$ cat config.mk
export PLATFORM = sky130hd
export DESIGN_NAME = shift_seq
export DESIGN_NICKNAME = d
export VERILOG_FILES = /design/src/rtl/shift_seq.sv
export SDC_FILE = /design/constraint.sdc
export NUM_CORES = 1
export LEC_CHECK = 0
export ABC_AREA = 0
export CORE_MARGIN = 1
export CORE_UTILIZATION = 49
export DETAILED_ROUTE_END_ITERATION = 12
export PLACE_DENSITY = 0.83
export SYNTH_ARGS = -nofsm -noshare
export SYNTH_HDL_FRONTEND = slang
export SYNTH_SLANG_ARGS = --single-unit
$ cat constraint.sdc
create_clock -name clk -period 3.01 [get_ports clk]
set_clock_uncertainty 0.05 [all_clocks]
set_input_delay 0.602 -clock clk [delete_from_list [all_inputs] [get_ports clk]]
set_output_delay 0.602 -clock clk [all_outputs]
set_load 0.02 [all_outputs]
$ cat src/rtl/shift_seq.sv
// shift_seq: sequential one-bit-per-clock shifter with start/busy/done handshake
module shift_seq #(
    parameter int size = 8,
    parameter int CNTW = 3
) (
    input  logic            clk,
    input  logic            reset,
    input  logic            start,
    input  logic [size-1:0] dataIn,
    input  logic [1:0]      codeShift,
    input  logic [CNTW-1:0] amount,
    output logic            busy,
    output logic            done,
    output logic [size-1:0] shiftOut,
    output logic            carryOut,
    output logic            zeroOut
);
    localparam logic [1:0] IDLE  = 2'd0;
    localparam logic [1:0] SHIFT = 2'd1;
    localparam logic [1:0] DONE  = 2'd2;

    logic [1:0]      state;
    logic [1:0]      code;
    logic [CNTW-1:0] count;
    logic [size-1:0] step_res;
    logic            step_carry;
    logic            accept;

    assign accept  = start && (state == IDLE || state == DONE);
    assign busy    = state == SHIFT;
    assign done    = state == DONE;
    assign zeroOut = shiftOut == '0;

    // one shift step of the result: left for 10, right otherwise with sign fill only for 11
    always_comb begin
        step_res   = (code == 2'b10) ? {shiftOut[size-2:0], 1'b0}
                                     : {(code == 2'b11) & shiftOut[size-1], shiftOut[size-1:1]};
        step_carry = (code == 2'b10) ? shiftOut[size-1] : shiftOut[0];
    end

    // handshake state, operand capture and per-cycle shifting
    always_ff @(posedge clk or posedge reset) begin
        if (reset) begin
            state    <= IDLE;
            code     <= 2'b00;
            count    <= '0;
            shiftOut <= '0;
            carryOut <= 1'b0;
        end else if (accept) begin
            code     <= codeShift;
            count    <= amount;
            shiftOut <= dataIn;
            carryOut <= 1'b0;
            state    <= (amount == '0 || codeShift == 2'b00) ? DONE : SHIFT;
        end else if (state == SHIFT) begin
            shiftOut <= step_res;
            carryOut <= step_carry;
            count    <= count - 1'b1;
            state    <= (count == CNTW'(1)) ? DONE : SHIFT;
        end else begin
            state    <= IDLE;
        end
    end
endmodule

-- Word level (Yosys, flattened, before mapping)
Cells that the tools add are included.
- input port bits: 16
- bits in registers: 16
- $add $sub $neg: 1
- reductions and logical operators: 8
- equal/unequal tests: 5
- mux-type cells: 12
- bitwise logic cells: 1
- operators by type and width (operator ; number):
    $mux W8 ; 3
    $logic_not A8 Y1 ; 1
    $mux W2 ; 4
    $eq A2 B2 Y1 const B ; 3
    $mux W3 ; 2
    $logic_not A2 Y1 ; 2
    $eq A3 B1 Y1 const B ; 1
    $logic_not A3 Y1 ; 1
    $mux W1 ; 3
    $sub A3 B1 Y3 const B ; 1
    $eq A2 B1 Y1 const B ; 1
    $logic_or A1 B1 Y1 ; 2
    $reduce_bool A2 Y1 ; 1
    $and A1 B1 Y1 ; 1
    $logic_and A1 B1 Y1 ; 1

-- Logic depth before layout (Yosys ltp)
Gate-level depths: netlist (run 1).
- depth after elaboration: 5
- depth in mapped cells: 5

-- Least setup slack after synthesis (run 1)
No wires, ideal clock.
- kind: reg-to-output
- start point: reg shiftOut[2]
- end point: out zeroOut
- arrival time: 1.313 ns
- stages on the path, launching flop included: 3
- path slack: 1.045 ns
- buffers on the path: 0
- cell sequence: dfrtp_1 -> or4_1 -> nor2_1
- longest elaborated chain between the ends: 1
- RTL lines (element ; RTL line ; text):
    from (decl) ; 14 ; output logic [size-1:0] shiftOut,
    from (signal assigned) ; 52 ; shiftOut <= dataIn;
    from (signal assigned) ; 56 ; shiftOut <= step_res;
    $logic_not A8 Y1 ; 32 ; assign zeroOut = shiftOut == '0;
    to (decl) ; 16 ; output logic zeroOut
No other way between the ends.

-- Worst setup path after layout (run 1)
Ends and elaborated chain as after synthesis.

==> impl_metrics.tcl, run 1 <==
set metrics [dict create \
    crit_type "reg2out" \
    rsz0062_at_grt "no" \
    io_buffers 27 \
    start_util_pct 53.0 \
    finalHoldViolCount 0 \
    reg2regPathDepth 4 \
    dieArea_sq_um 2060 \
    gp_congestion 0.810 \
    drtAntennaViolNets 0 \
    hold_path_class "reg2reg" \
    post_synth_xor_area_fraction_pct 0 \
    synth_area_sq_um 925 \
    drt_first_iter_violations 16 \
    drc_errors 0 \
    r2r_start "state[0]" \
    synth_mux_area_share_pct 14.2 \
    hold_depth 1 \
    cts_made_buffers 3 \
    synthCells 90 \
    insertedDiodeCount 0 \
    grt.total_usage_pct 22.0 \
    crit_slowest_cell "clkdlybuf4s50_1" \
    grt_pass1_vias 740 \
    cts.repair.resized 0 \
    placed_area_sq_um 1190 \
    yosysUniqueCellTypes 29 \
    fill_cells 140 \
    maxCapViolCount 0 \
    synth_fp_nets 108 \
    tightest_slew_ns 0.618 \
    grt_first_pass_wirelength_mm 3.24 \
    cts_tree "done" \
    crit_chain "or4_1, nor2_1, clkdlybuf4s50_1" \
    crit_arrival_ns 1.99 \
    synth_compound_area_share_pct 14.3 \
    period_share_pct 87.8 \
    slew_headroom_pct 58.7 \
    final_nets 135 \
    core_sq_um 1750 \
    syn_avg_cell_area_sq_um 10.3 \
    syn_to_final_growth_pct 31.1 \
    die_w_um 45.4 \
    via_count 777 \
    drt_first_pass_iters 4 \
    rows 15 \
    clkSinkCount 16 \
    max_stage_delay_ns 0.61 \
    p_leak_nw 0.525 \
    postCtsSetupBuffers 0 \
    final.setup.tns_ns 0 \
    ys_seq_area_share_pct 43.3 \
    r2r_end "count[1]" \
    htree_levels 1 \
    cp-start-kind "flip-flop" \
    slew_violations 0 \
    status "finished clean" \
    synthSimpleGateAreaFrac_pct 19.6 \
    clk_latency_ns 0.28 \
    gr-total-overflow 0 \
    wl_per_cell_um 14.6 \
    routed_wl_mm 2.04 \
    dp_hpwl_mm 1.46 \
    crit_buf_inv 1 \
    period_minus_slack_ns 2.64 \
    ys_ff_latch 16 \
    die_h_um 45.4 \
    setup_viol 0 \
    cts-root-buf "clkbuf_4" \
    power_density_nw_per_um2 1040 \
    synth_top_family_by_area "simple AND/OR/NAND/NOR gates" \
    rrSetupSlack_ns 1.47 \
    worstHoldStart "carryOut" \
    layout-drive-gt1-share_pct 6.96 \
    yosys_warnings 0 \
    power.total_mw 1.27 \
    worstPathMaxFanout 6 \
    ir_worst_vdd_mv 0.654 \
    post-route-cell-area_sq_um 1210 \
    antenna_found_initial 0 \
    vias_per_cell 5.55 \
    critical_path.top_delay_family "simple AND/OR/NAND/NOR gates" \
    ctsLongestPathBuffers 2 \
    synth_fa_ha_area_share_pct 2.71 \
    hold_buffers 0 \
    cp.required_ns 2.36 \
    hold_path_end "carryOut" \
    fmax_ghz 0.378 \
    num_io_pins 28 \
    clk_pin_slew_ns 0.09 \
    grt_max_degree 17 \
    crit_path_end_kind "output port" \
]
-- worst reg2reg max path, stage by stage, from the launching register on --
cell      delay [ns]
dfrtp_1         0.68
nand2b_4        0.23
inv_4           0.13
nor2_2          0.06
a221o_1         0.30
-- final cells by class --
type | count | area [sq um] | area share (%)
repair buffers | 27 | 270 | 22.3
inverters | 4 | 17.5 | 1.44
well taps | 25 | 31.3 | 2.58
clock buffers | 3 | 22.5 | 1.86
flip-flops and latches | 16 | 400 | 33.0
multi-input cells | 65 | 470 | 38.8
-- synth_stat cells --
cell type / count / area (sq um)
a21oi_1: 3 / 15.0
nor2_2: 1 / 6.26
o2bb2ai_1: 1 / 8.76
nand3b_1: 1 / 7.51
a31oi_1: 1 / 6.26
buf_6: 2 / 22.5
o221ai_1: 5 / 43.8
clkbuf_1: 1 / 3.75
inv_4: 1 / 6.26
inv_1: 3 / 11.3
o32ai_1: 1 / 8.76
nor2_1: 4 / 15.0
o22ai_1: 1 / 6.26
nand2b_1: 2 / 12.5
nand2b_4: 1 / 13.8
mux2_2: 1 / 11.3
nor2b_1: 2 / 12.5
and2b_1: 1 / 7.51
mux2i_1: 12 / 120
a221o_1: 2 / 20.0
or4_1: 2 / 15.0
nor2b_4: 1 / 13.8
nand3_1: 8 / 40.0
buf_2: 2 / 10.0
a22o_1: 1 / 8.76
nand2_1: 10 / 37.5
dfrtp_1: 16 / 400
o211ai_1: 2 / 15.0
ha_1: 2 / 25.0
-- metrics by stage --
stage | util, % | cells | hold slack, ns | worst slack, ns
final | 69.5 | 140 | 0.454 | 0.366
after global routing | 69.5 | 140 | 0.473 | 0.321
after CTS | 69.5 | 140 | 0.456 | 0.353
after detailed placement | 68.2 | 137 | 0.423 | 0.676
after global placement | 68.2 | 137 | 0.428 | 0.723
after floorplan | - | 90 | 0.428 | 1.04
-- worst max path at each step --
stage | startpoint | endpoint | cells after the start
4_1_cts | shiftOut[2] | zeroOut | 3
2_1_floorplan | shiftOut[2] | zeroOut | 2
3_3_place_gp | shiftOut[2] | zeroOut | 3
3_5_place_dp | shiftOut[2] | zeroOut | 3
6_report | shiftOut[2] | zeroOut | 3
5_1_grt | shiftOut[2] | zeroOut | 3
-- logic make-up after synthesis --
group                    count (synthesis)
multiplexers                            13
buffers and inverters                    9
AND/OR/NAND/NOR                         33
adder cells (fa/ha/maj)                  2
flip-flops                              16
AO/OA/AOI/OAI                           17
-- sequential cells by signal (all words and copies together), names as in the netlist --
| signal | count |
|---|---|
| code | 2 |
| shiftOut | 8 |
| state | 2 |
| count | 3 |
| carryOut | 1 |
-- routing by layer --
layer / wire length, um / vias up / global-route usage, % / part of all wire, %
li1: - / 379 / - / -
met1: 959 / 365 / 28.9 / 47
met2: 943 / 28 / 36.6 / 46
met3: 102 / 5 / 2.78 / 5.0
met4: 33 / 0 / 9.09 / 1.6
met5: 0 / - / 0 / 0
-- cells in the final DEF (no fill, tap or decap) --
| cell type | count |
|---|---|
| clkdlybuf4s50_1 | 27 |
| dfrtp_1 | 16 |
| mux2i_1 | 12 |
| nand2_1 | 10 |
| nand3_1 | 8 |
| o221ai_1 | 5 |
| nor2_1 | 4 |
| a21oi_1 | 3 |
| inv_1 | 3 |
| clkbuf_4 | 3 |
| nor2b_1 | 2 |
| nand2b_1 | 2 |
| o211ai_1 | 2 |
| a221o_1 | 2 |
| or4_1 | 2 |
| ha_1 | 2 |
| nand2b_4 | 1 |
| nor2b_4 | 1 |
| nand3b_1 | 1 |
| inv_4 | 1 |
| nor2_2 | 1 |
| o2bb2ai_1 | 1 |
| mux2_2 | 1 |
| a31oi_1 | 1 |
| and2b_1 | 1 |
| o32ai_1 | 1 |
| o22ai_1 | 1 |
| a22o_1 | 1 |
-- power by group --
| group | switching [mW] | total, mW | internal (mW) |
|---|---|---|---|
| Sequential | 0.152 | 0.475 | 0.323 |
| Combinational | 0.338 | 0.679 | 0.341 |
| Clock | 0.0655 | 0.112 | 0.0464 |
(Power assumes the default switching activity.)
==> inputs of run 2 (changes only) <==
--- a/config.mk
+++ b/config.mk
@@ -6,9 +6,11 @@
 export NUM_CORES = 1
 export LEC_CHECK = 0
 export ABC_AREA = 0
+export CAP_MARGIN = 20
 export CORE_MARGIN = 1
 export CORE_UTILIZATION = 49
 export DETAILED_ROUTE_END_ITERATION = 12
+export GPL_TIMING_DRIVEN = 0
 export PLACE_DENSITY = 0.83
 export SYNTH_ARGS = -nofsm -noshare
 export SYNTH_HDL_FRONTEND = slang
==> impl_metrics.tcl, run 2 (same netlist as run 1, synthesis figures left out) <==
set metrics [dict create \
    status "finished clean" \
    cts-root-buf "clkbuf_4" \
    worst_slack_ns 0.387 \
    p_leak_nw 0.550 \
    cts.repair.resized 0 \
    critical_path.top_delay_family "simple AND/OR/NAND/NOR gates" \
    hold_buffers 0 \
    drtAntennaViolNets 0 \
    drt_first_pass_iters 4 \
    wl_per_cell_um 13.8 \
    clk_latency_ns 0.29 \
    insertedDiodeCount 0 \
    crit_chain "or4_1, nor2_1, clkdlybuf4s50_1" \
    hold_path_class "reg2reg" \
    drt_first_iter_violations 22 \
    final_cell_mix "clkdlybuf4s50_1 (26), dfrtp_1 (16), mux2i_1 (12), nand2_1 (10), nand3_1 (8)" \
    routed_wl_mm 2.00 \
    use_met1_pct 29.2 \
    busiest_layer "met2" \
    htree_levels 1 \
    power.total_mw 1.32 \
    ir_worst_vdd_mv 0.578 \
    ctsLongestPathBuffers 2 \
    postCtsSetupBuffers 0 \
    drc_errors 0 \
    crit_slowest_cell "clkdlybuf4s50_1" \
    dp_slack_ns 0.706 \
    slew_violations 0 \
    via_count 811 \
    syn_to_final_growth_pct 35.5 \
    dp_hpwl_mm 1.50 \
    largest_register_ffs 8 \
    grt_first_pass_wirelength_mm 3.31 \
    period_minus_slack_ns 2.62 \
    placed_cells 141 \
    final_common_cell "clkdlybuf4s50_1" \
    cts_made_buffers 3 \
    power_density_nw_per_um2 1050 \
    multiInputGateArea_sq_um 470 \
    gr-total-overflow 0 \
    largest-register "shiftOut" \
    rsz0062_at_grt "no" \
    biggestRegsByFlops "shiftOut: 8 flops, count: 3 flops" \
    rows 15 \
    crit_buf_inv 1 \
    layout-drive-gt1-share_pct 10.8 \
    post-route-cell-area_sq_um 1250 \
    vias_per_cell 5.59 \
    crit_arrival_ns 1.97 \
    cp.required_ns 2.36 \
    period_share_pct 87.1 \
    die_h_um 45.4 \
    worstPathMaxFanout 6 \
    maxCapViolCount 0 \
    cts_tree "done" \
    fmax_ghz 0.381 \
    antenna_found_initial 0 \
    tightest_slew_ns 0.591 \
    crit_type "reg2out" \
    dieArea_sq_um 2060 \
    grt_pass1_vias 753 \
    slew_headroom_pct 60.5 \
    final_util_pct 71.8 \
    grt_max_degree 17 \
    crit_path_end_kind "output port" \
    die_w_um 45.4 \
    hold_ws_ns 0.464 \
    grtUsageMet3_pct 3.57 \
    start_util_pct 53.0 \
    seqCellArea_sq_um 400 \
    max_stage_delay_ns 0.60 \
    clk_pin_slew_ns 0.09 \
    met2_usage_pct 36.9 \
    core_sq_um 1750 \
    fill_cells 145 \
    stdcell_count 145 \
    num_io_pins 28 \
    finalHoldViolCount 0 \
    grt.total_usage_pct 22.4 \
    clkSinkCount 16 \
    final_nets 139 \
    gp_congestion 0.828 \
    placed_area_sq_um 1220 \
    final.setup.tns_ns 0 \
    cp-start-kind "flip-flop" \
    setup_viol 0 \
    io_buffers 26 \
]
[run 2: changes by cell type in the layout (fill, tap and decap cells not counted), sizes merged]
cell | before | now
buf | 0 | 4
clkbuf | 3 | 5
clkdlybuf4s50 | 27 | 26
[run 2: power by group]
| part | total (mW) | switching (mW) | leakage, nW | internal (mW) |
|---|---|---|---|---|
| Clock | 0.144 | 0.0698 | 0.0210 | 0.0737 |
| Combinational | 0.719 | 0.357 | 0.333 | 0.361 |
| Sequential | 0.457 | 0.134 | 0.197 | 0.323 |
[run 2: worst register-to-register path: stages (launching register included)]
cell and delay (ns):
dfrtp_1 0.49, nand2b_4 0.23, buf_2 0.24, o221ai_1 0.16
[run 2: worst paths after layout]
kind	from	to	slack [ns]	depth (start not counted)
setup / recovery	shiftOut[2]	zeroOut	0.39	3
hold / removal	count[2]	count[2]	0.46	1
setup reg to reg	state[1]	shiftOut[1]	1.72	3
hold reg to reg	count[2]	count[2]	0.46	1
max in group asynchronous	reset	shiftOut[0]	1.90	2
min in group asynchronous	reset	count[0]	0.63	2
[run 2: per-layer routing]
layer	part of all wire [%]	wire length (um)
met1	45	900
met2	48	962
met3	5.5	110
met4	1.5	30
met5	0	0
[run 2: layout make-up]
type,count,area share (%)
clock buffers,4,2.90
plain buffers,5,2.90
flip-flops and latches,16,32.0
inverters,4,1.40
multi-input cells,65,37.6
well taps,25,2.50
repair buffers,26,20.8
